## src/rtl/video_stream_framer.sv

```systemverilog
// Packs active video words into a line/frame stream with EAV/SAV timing headers.
// One registered output word per clock; position counters drive headers and blanking.
module video_stream_framer #(
  parameter int unsigned HACTIVE     = 360,
  parameter int unsigned HBLANK      = 67,
  parameter int unsigned TOTAL_LINES = 525,
  parameter int unsigned F1_START    = 263,
  parameter int unsigned V0_END      = 19,
  parameter int unsigned V1_END      = 282,
  parameter bit          INTERLACED  = 1'b1,
  parameter logic [31:0] BLANK_WORD  = 32'h10801080
) (
  input  logic                           clk,
  input  logic                           rst,
  input  logic                           enable,
  input  logic [31:0]                    din,
  input  logic                           dvalid,
  input  logic                           clear_err,
  output logic [31:0]                    dout,
  output logic                           dreq,
  output logic [$clog2(TOTAL_LINES)-1:0] line,
  output logic                           field_odd,
  output logic                           vblank,
  output logic                           hactive,
  output logic                           frame_start,
  output logic                           underflow
);

  localparam int unsigned WORDS  = HACTIVE + HBLANK + 2;
  localparam int unsigned WPOS_W = $clog2(WORDS);
  localparam int unsigned LPOS_W = $clog2(TOTAL_LINES);

  typedef enum logic [0:0] {StIdle, StRun} state_e;

  state_e            state_q;
  logic [WPOS_W-1:0] wpos_q;
  logic [LPOS_W-1:0] lpos_q;

  logic [31:0] wpos_ext;
  logic [31:0] lpos_ext;
  logic        f;
  logic        v;
  logic        is_eav;
  logic        is_sav;
  logic        is_active;
  logic        last_word;
  logic        last_line;
  logic        running;
  logic [31:0] header;
  logic [31:0] word;

  always_comb begin
    wpos_ext  = 32'(wpos_q);
    lpos_ext  = 32'(lpos_q);
    f         = INTERLACED && (lpos_ext >= F1_START);
    v         = (lpos_ext < V0_END) || ((lpos_ext >= F1_START) && (lpos_ext < V1_END));
    is_eav    = (wpos_ext == 32'd0);
    is_sav    = (wpos_ext == HBLANK + 1);
    is_active = (wpos_ext >= HBLANK + 2);
    last_word = (wpos_ext == WORDS - 1);
    last_line = (lpos_ext == TOTAL_LINES - 1);
    // H is 1 only on EAV; the header is used on EAV and SAV alone.
    header    = {1'b1, f, v, is_eav, v ^ is_eav, f ^ is_eav, f ^ v, f ^ v ^ is_eav, 24'h0000FF};
  end

  assign dreq = (state_q == StRun) && is_active && !v;

  // Idle with enable already emits the line-0 EAV, so the stream starts on the next edge.
  assign running = (state_q == StRun) || enable;

  always_comb begin
    word = BLANK_WORD;
    if (is_eav || is_sav) begin
      word = header;
    end else if (dreq && dvalid) begin
      word = din;
    end
  end

  always_ff @(posedge clk or posedge rst) begin
    if (rst) begin
      state_q     <= StIdle;
      wpos_q      <= '0;
      lpos_q      <= '0;
      dout        <= BLANK_WORD;
      line        <= '0;
      field_odd   <= 1'b0;
      vblank      <= 1'b0;
      hactive     <= 1'b0;
      frame_start <= 1'b0;
      underflow   <= 1'b0;
    end else begin
      // Set has priority over a simultaneous clear.
      underflow <= (dreq && !dvalid) || (underflow && !clear_err);
      if (running) begin
        dout        <= word;
        line        <= lpos_q;
        field_odd   <= f;
        vblank      <= v;
        hactive     <= is_active;
        frame_start <= is_eav && (lpos_q == '0);
        state_q     <= StRun;
        if (last_word) begin
          wpos_q <= '0;
          if (last_line) begin
            lpos_q <= '0;
            if (!enable) begin
              state_q <= StIdle;
            end
          end else begin
            lpos_q <= lpos_q + LPOS_W'(1);
          end
        end else begin
          wpos_q <= wpos_q + WPOS_W'(1);
        end
      end else begin
        state_q     <= StIdle;
        wpos_q      <= '0;
        lpos_q      <= '0;
        dout        <= BLANK_WORD;
        line        <= '0;
        field_odd   <= 1'b0;
        vblank      <= 1'b0;
        hactive     <= 1'b0;
        frame_start <= 1'b0;
      end
    end
  end

endmodule

```

## config.mk

```make
export PLATFORM = sky130hd
export DESIGN_NAME = video_stream_framer
export DESIGN_NICKNAME = d
export VERILOG_FILES = /design/src/rtl/video_stream_framer.sv
export SDC_FILE = /design/constraint.sdc
export NUM_CORES = 1
export LEC_CHECK = 0
export CORE_ASPECT_RATIO = 0.5
export CORE_MARGIN = 5
export CORE_UTILIZATION = 28
export DETAILED_ROUTE_END_ITERATION = 10
export PLACE_DENSITY = 0.51
export SETUP_SLACK_MARGIN = 0.1
export SYNTH_ARGS = -nofsm -noshare
export SYNTH_HDL_FRONTEND = slang
export SYNTH_SLANG_ARGS = --single-unit
```

## constraint.sdc

```tcl
create_clock -name clk -period 2.8 [get_ports clk]
set_clock_uncertainty 0.1 [all_clocks]
set_input_delay 0.28 -clock clk [delete_from_list [all_inputs] [get_ports clk]]
set_output_delay 0.28 -clock clk [all_outputs]
set_load 0.005 [all_outputs]
```

-- After elaboration in Yosys (flattened, before gate mapping)
Index checks and enable logic that the tools add are counted.
- flip-flop bits (word level): 67
- input port bits: 37
- output and inout port bits: 48
- add/sub/neg operators: 2
- magnitude comparators: 4
- equal/unequal tests: 4
- mux-type cells: 17
- bitwise logic cells: 4
- reductions and logical operators: 16
- operators by type and width (kind ; count):
    32-bit two-way mux ; 3
    10-bit two-way mux ; 4
    9-bit two-way mux ; 2
    10-bit by 1-bit adder with 10-bit output (second input constant) ; 1
    10-bit == test (second input constant) ; 1
    10-bit by 9-bit greater-or-equal comparator with 1-bit output (second input constant) ; 1
    10-bit zero test ; 1
    10-bit by 5-bit less-than comparator with 1-bit output (second input constant) ; 1
    10-bit by 9-bit less-than comparator with 1-bit output (second input constant) ; 1
    9-bit by 1-bit adder with 9-bit output (second input constant) ; 1
    9-bit by 7-bit == test with 1-bit output (second input constant) ; 1
    9-bit == test (second input constant) ; 1
    9-bit by 7-bit greater-or-equal comparator with 1-bit output (second input constant) ; 1
    9-bit zero test ; 1
    1-bit two-way mux ; 8
    1-bit logical AND ; 7
    1-bit logical OR ; 4
    1-bit XOR ; 4
    1-bit zero test ; 3
    2-bit inequality test (second input constant) ; 1

-- Logic depth before layout (Yosys ltp)
Gate-level depths: netlist of the first run.
- word-level depth: 9
- gate-level depth with buffers: 9

-- Least setup slack after synthesis of the first run
Ideal clock, no wire load.
- path kind: register to register
- start point: reg lpos_q[1]
- end point: reg lpos_q[3]
- library setup time: 0.135 ns
- arrival time: 2.048 ns
- data required time: 2.565 ns
- setup slack: 0.517 ns
- stages on the path, launching flop included: 9
- buffers on the path: 1
- cells stage by stage: dfrtp_1 > inv_1 > ha_1 > or3b_2 > o31ai_2 > nand2b_1 > clkbuf_1 > nand2b_1 > o21ai_0
- word-level cells in the longest chain between the ends: 4
- elaborated cells on any way between the ends: 5
- classes of those cells: add/sub (1); eq/ne (1); mux (3)
- RTL lines (what ; line ; text):
    start, declared ; 37 ; logic [LPOS_W-1:0] lpos_q;
    start signal, assigned ; 111 ; lpos_q <= lpos_q + LPOS_W'(1);
    10-bit by 1-bit adder with 10-bit output / 10-bit == test (equally long branches) ; 111, 61 ;
    10-bit two-way mux * ; 105 ; if (last_line) begin
    10-bit two-way mux * ; 103 ; if (last_word) begin
    10-bit two-way mux * ; 95 ; if (running) begin
Every way passes the cells marked *; elsewhere a longest branch is shown, timed or not. The select of a mux whose other input is x is not followed.
A chain may end at the register's enable or synchronous reset.

-- Worst setup path after layout of the first run
- start point: reg lpos_q[0]
- end point: out dreq
- word-level cells in the longest chain between the ends: 5
- elaborated cells on any way between the ends: 7
- classes of those cells: order compare (3); reduce/logical (4)
- RTL lines (what ; line ; text):
    10-bit by 9-bit greater-or-equal comparator with 1-bit output / 10-bit by 9-bit less-than comparator with 1-bit output (equally long branches) ; 56 ; v = (lpos_ext < V0_END) || ((lpos_ext >= F1_START) && (lpos_ext < V1_END));
    1-bit logical AND ; 56 ;
    1-bit logical OR * ; 56 ;
    1-bit zero test * ; 66 ; assign dreq = (state_q == StRun) && is_active && !v;
    1-bit logical AND * ; 66 ;
    end, declared ; 20 ; output logic dreq,
Every way passes the cells marked *; elsewhere a longest branch is shown, timed or not.

==> metrics.cfg, run 1 <==
[status]
run_status = finished, final reports clean

[cells_and_area]
fin_area_sq_um = 4270
area_delta_synth_final_pct = 49.4
diodes = 0
layout-drive-gt1-share_pct = 12.5
fillers = 947
fin_nets = 388

[cts]
clkTransAtPathRegs_ps = 50
clk_latency_ps = 330
cts_sinks = 67
root_buffer = clkbuf_16
htree_levels = 3
clockBufferDepth = 2
cts_hold_buffers = 0
cts_buffers = 9
tritoncts = done

[critical_path]
reg2reg_setup_slack_ps = 390
arrival_ps = 2220
r2r_cells = 6
r2r_start = wpos_q[3]
startpoint_type = flip-flop
r2r-end = dout[24]
crit_fanout = 7
cp-end-kind = primary output
crit_chain = ha_4, a2111o_1, nand4_1, nand4b_4, inv_2, clkdlybuf4s50_1
crit_buf_inv = 2
slowest_stage = clkdlybuf4s50_1
required_ps = 2420
crit_type = reg -> out
crit_start = lpos_q[0]
slowest_delay_ps = 500
path_delay_family = buffers and inverters

[flow_run]
cap_violations = 0

[sta]
fmax_ghz = 0.384
rsz0062_at_grt = no
whs_ps = 229
setup_tns_ps = 0
slew_headroom_pct = 54.1
min_period_ps = 2600
slew_violations = 0
tightest_slew_ps = 686
hold_violations = 0
setup_viol = 0
period_share_pct = 92.9

[global_route]
grt_overflow = 0
first_global_vias = 2243
grt_max_degree = 44
antenna_found_initial = 0
grt_pass1_wl_um = 11600
grt_usage_pct = 11.9

[synthesis]
yosys-top-cells-count = 63 x dfrtp_1, 25 x and2_1, 18 x nor2_1, 14 x clkbuf_1, 12 x nand2_1
synth_ff_type = dfrtp_1
netlist_instances = 257
synth_seq_area_share_pct = 58.9
yosysMostFrequentCell = dfrtp_1
synth_edf_count = 0
synth_fp_nets = 299
ys_ff_latch = 67
synth_cell_types = 45
netlist_area_sq_um = 2860
synth.top_cell.area_share_pct = 55.2
ys_top_cells_by_area = dfrtp_1 55%, and2_1 5.5%, dfstp_2 3.7%
synth_top_area_cell = dfrtp_1
ys.warnings.count = 0
async_flop_share_pct = 100
syn_area_per_cell_sq_um = 11.1

[drt]
drt-pass1-iter-count = 4
viasPerCell = 4.49
routedWlPerCell_um = 14.5
vias = 2205
totalWireLength_um = 7110
drt-initial-drc-count = 100
ant_nets = 0
drc_errors = 0

[die]
core_area_sq_um = 10100
die_y_um = 81.4
row_count = 26
start_util_pct = 28.3
die_w_um = 153
dieArea_sq_um = 12400
pin_count = 85

[power_and_ir_drop]
combPwrFrac_pct = 14.1
netSwitchingFraction_pct = 22.9
switchingPower_uw = 650
p_seq_share_pct = 40.7
intPower_mw = 2.19
power.share.clock_pct = 45.3
p_per_area_nw_per_um2 = 666
ir_drop_v = 0.000278
leakage_nw = 1.95

[min_path]
hp-class = in -> async

[placement]
dpl.hpwl_um = 5310
port_buffers = 84
placement.cell_area_sq_um = 3860
gp_congestion = 0.855

worst register-to-register path, cell delays in order, from the launching register on:
cell and delay [ps]:
dfrtp_1 420, or4_4 580, or3_1 500, nand2_4 120, nor3_2 50, buf_4 160, a221o_1 360
layer usage:
layer / up-vias / routed length, um / GRT usage [%]
met5: - / 0 / 0
met4: 0 / 91 / 3.73
met3: 9 / 349 / 3.89
met2: 50 / 3630 / 20.5
met1: 1084 / 3040 / 14.4
li1: 1062 / - / -
metrics by stage:
step	setup WS [ps]	cells	util, %	total power, mW
6_report	199	491	42.3	2.84
4_1_cts	102	490	42.1	2.88
3_5_place_dp	299	472	38.3	1.55
5_1_grt	109	491	42.3	2.97
2_1_floorplan	517	257	-	1.35
3_3_place_gp	360	472	38.3	1.54
cells in the final DEF, fill, tap and decap left out, types with 2 or more instances in the layout:
cell type	count
and3_1	2
a21oi_1	6
xnor2_1	2
and2_1	25
nor2b_1	3
or2_2	2
o31ai_1	7
nand2_1	12
ha_1	4
bufinv_16	3
a21o_1	9
or4_4	2
nor4_1	2
or3_1	5
nor3_1	5
a31oi_1	2
clkbuf_16	9
nand2b_1	5
o21ai_0	11
nand4_1	3
clkinv_2	2
dfstp_2	4
inv_1	8
o211ai_1	2
nor2_1	18
dfrtp_1	62
xor2_1	4
a22o_1	3
nand3_1	9
inv_2	2
clkdlybuf4s50_1	84
mux2i_1	3
buf_4	10
how the worst max path moves through the flow:
| stage | to | depth (start not counted) |
|---|---|---|
| 6_report | dreq | 6 |
| 5_1_grt | dreq | 6 |
| 4_1_cts | dreq | 6 |
| 3_5_place_dp | dreq | 6 |
| 3_3_place_gp | dreq | 6 |
| 2_1_floorplan | lpos_q[3] | 8 |
logic make-up after synthesis:
kind of cell	Yosys count	share of synthesized area, %
AOI/OAI and AO/OA	49	12.0
xor gates and xnor gates	6	1.84
adders and majority gates	5	2.19
buffers and inverters	27	4.12
DFF	67	58.9
muxes	3	1.05
and+or+nand+nor	100	19.9
power groups by stage:
stage                     Clock [mW]  Combinational, mW  Sequential [mW]
after floorplan                    0              0.204             1.14
after global placement             0              0.381             1.16
after detailed placement           0              0.381             1.17
after CTS                       1.32              0.409             1.15
after global routing            1.36              0.449             1.17
final                           1.29              0.400             1.16
registers in the layout, summed over array words and instances, names as in the netlist:
signal and flops:
dout 32, field_odd 1, frame_start 1, hactive 1, line 10, lpos_q 10
state_q 1, underflow 1, vblank 1, wpos_q 9
area by class of cell:
cell class / count / area [sq um] / share of cell area, %
Sequential cell: 67 / 1680 / 39.4
Multi-Input combinational cell: 163 / 1090 / 25.6
Timing Repair Buffer: 95 / 936 / 21.9
Clock buffer: 11 / 243 / 5.69
Tap cell: 140 / 175 / 4.11
Clock inverter: 5 / 100 / 2.35
Inverter: 10 / 37.5 / 0.880
timing repair:
| action | CTS | global route |
|---|---|---|
| gates cloned | 0 | 0 |
| setup endpoints to repair | 1 | 1 |
| pin swaps | 0 | 1 |
| gates resized for setup | 5 | 2 |
| buffers inserted | 2 | 1 |
No activity file was read; power rests on OpenSTA's default activity.
==> inputs of run 2 (changes only) <==
--- a/config.mk
+++ b/config.mk
@@ -7,9 +7,10 @@
 export LEC_CHECK = 0
 export CORE_ASPECT_RATIO = 0.5
 export CORE_MARGIN = 5
-export CORE_UTILIZATION = 28
+export CORE_UTILIZATION = 47
+export CTS_CLUSTER_DIAMETER = 100
 export DETAILED_ROUTE_END_ITERATION = 10
-export PLACE_DENSITY = 0.51
+export PLACE_DENSITY_LB_ADDON = 0.15
 export SETUP_SLACK_MARGIN = 0.1
 export SYNTH_ARGS = -nofsm -noshare
 export SYNTH_HDL_FRONTEND = slang
==> run 2 against run 1 <==
Compared with the run above:
- sequential power about the same
- critical path depth unchanged
- via count increased by 1.9%
- register-to-register slack improved by 40 ps
- design area decreased by 1.4%
- worst hold slack improved by 6.6 ps
- critical endpoint unchanged
- highest routed layer unchanged
==> metrics.cfg, run 2 (synthesis results as in run 1) <==
[cells_and_area]
final_cell_mix = 84 x clkdlybuf4s50_1, 62 x dfrtp_1, 25 x and2_1
area_delta_synth_final_pct = 47.3
top_register = dout
diodes = 0  ; unchanged
fin_nets = 389  ; +0.26%
final_common_cell = clkdlybuf4s50_1
largest_reg_flops = 32  ; unchanged
final_util_pct = 70.3  ; +28 points
top_regs = dout: 32 flops, line: 10 flops, lpos_q: 10 flops
layout-drive-gt1-share_pct = 12.5  ; -0.036 points

[drt]
totalWireLength_um = 6860  ; -3.5%
viasPerCell = 5.24  ; +17%
ant_nets = 0  ; unchanged
drt-initial-drc-count = 260  ; +160%
vias = 2247  ; +1.9%
routedWlPerCell_um = 16.0  ; +10%
drt-pass1-iter-count = 4  ; unchanged
drc_errors = 0  ; unchanged

[flow_run]
cap_violations = 0  ; unchanged

[die]
pin_count = 85  ; unchanged
die_y_um = 65.1  ; -20%
die_w_um = 120  ; -21%
dieArea_sq_um = 7830  ; -37%
core_area_sq_um = 5980  ; -41%
row_count = 20  ; -23%
start_util_pct = 47.8  ; +19 points

[global_route]
grt_usage_pct = 18.7  ; +6.9 points
grt_overflow = 0  ; unchanged
first_global_vias = 2193  ; -2.2%
grt_pass1_wl_um = 11300  ; -2.4%
grt_max_degree = 43  ; -2.3%
antenna_found_initial = 0  ; unchanged

[sta]
tightest_slew_ps = 647  ; -38.9 ps
slew_violations = 0  ; unchanged
setup_viol = 0  ; unchanged
hold_violations = 0  ; unchanged
slew_headroom_pct = 56.7  ; +2.6 points
period_share_pct = 93.1  ; +0.21 points
min_period_ps = 2610  ; +5.84 ps
rsz0062_at_grt = no
setup_tns_ps = 0  ; unchanged
fmax_ghz = 0.384  ; -0.22%

[critical_path]
crit_type = reg -> out
startpoint_type = flip-flop
arrival_ps = 2230  ; about the same
crit_chain = ha_4, a2111o_1, nand4_1, nand4b_4, inv_1, clkdlybuf4s50_1
reg2reg_setup_slack_ps = 430  ; +40 ps
required_ps = 2420  ; about the same
slowest_delay_ps = 500  ; about the same
crit_fanout = 7  ; unchanged
slowest_stage = clkdlybuf4s50_1
r2r_cells = 8  ; +2
r2r-end = lpos_q[3]
cp-end-kind = primary output
r2r_start = lpos_q[1]

[cts]
clockBufferDepth = 2  ; unchanged
cts_buffers = 9  ; unchanged
root_buffer = clkbuf_16
clkTransAtPathRegs_ps = 60  ; about the same
cts_sinks = 67  ; unchanged
tritoncts = done
htree_levels = 3  ; unchanged
cts_hold_buffers = 0  ; unchanged
clk_latency_ps = 330  ; about the same

[min_path]
hp-class = in -> async

[power_and_ir_drop]
p_per_area_nw_per_um2 = 683  ; +2.6%
leakage_nw = 1.95  ; +0.37%
ir_drop_v = 0.000534  ; +92%
netSwitchingFraction_pct = 22.4  ; -0.42 points
switchingPower_uw = 645  ; -0.70%
intPower_mw = 2.23  ; +1.7%
power.share.clock_pct = 45.3  ; about the same
combPwrFrac_pct = 14.6  ; +0.5 points
p_seq_share_pct = 40.1  ; -0.6 points

[placement]
dpl.hpwl_um = 4760  ; -10%
gp_congestion = 0.871  ; +1.9%
port_buffers = 84  ; unchanged

[status]
run_status = finished, final reports clean

-- run 2: worst max path at each step --
stage	startpoint	end	slack, ps	depth (start not counted)
after detailed placement	lpos_q[0]	dreq	350	6
after CTS	wpos_q[3]	dreq	110	5
after global placement	lpos_q[0]	dreq	380	6
after global routing	lpos_q[1]	dreq	90	6
after floorplan	lpos_q[1]	lpos_q[3]	520	8
final	lpos_q[1]	dreq	190	6
-- run 2: critical path: cells and delay by family, from the launching register on --
family | cells | cell delay, ps
simple gates | 2 | 290
buf+inv | 2 | 590
fa+ha+maj | 1 | 200
flops | 1 | 420
compound gates | 1 | 400
-- run 2: timing repair --
action	4_1_cts	5_1_grt
resized for setup	3	3
setup endpoints to repair	1	1
buffers inserted	1	4
-- run 2: final cells by class --
class                   instances  area (sq um)
fillers                       448          1770
flip-flops and latches         67          1680
multi-input cells             163          1090
repair buffers                 96           943
clock buffers                  12           256
clock inverters                 4          97.6
well taps                      77          96.3
inverters                      10          37.5
-- run 2: through the flow --
stage               instance area (sq um)  setup WS (ps)  hold slack (ps)  power (mW)  instances
finish                               4210            193              235        2.87        429
global route                         4210           93.0              292        2.99        429
CTS                                  4160            107              249        2.88        425
detailed placement                   3780            351              432        1.55        408
global placement                     3780            379              414        1.53        408
floorplan                            2860            517              269        1.35        257
-- run 2: power by group through the flow --
stage / Sequential, mW / Combinational (mW) / Clock, mW
floorplan: 1.14 / 0.204 / 0
global placement: 1.16 / 0.372 / 0
detailed placement: 1.17 / 0.381 / 0
CTS: 1.15 / 0.397 / 1.33
global route: 1.17 / 0.463 / 1.37
finish: 1.15 / 0.419 / 1.30
-- run 2: routing by layer --
layer | vias to the layer above | share of wire [%] | global-route usage, %
met3 | 14 | 8.3 | 6.71
met5 | - | 0 | 0
met4 | 0 | 1.6 | 6.07
met2 | 93 | 49 | 31.1
li1 | 1067 | - | -
met1 | 1073 | 41 | 23.3
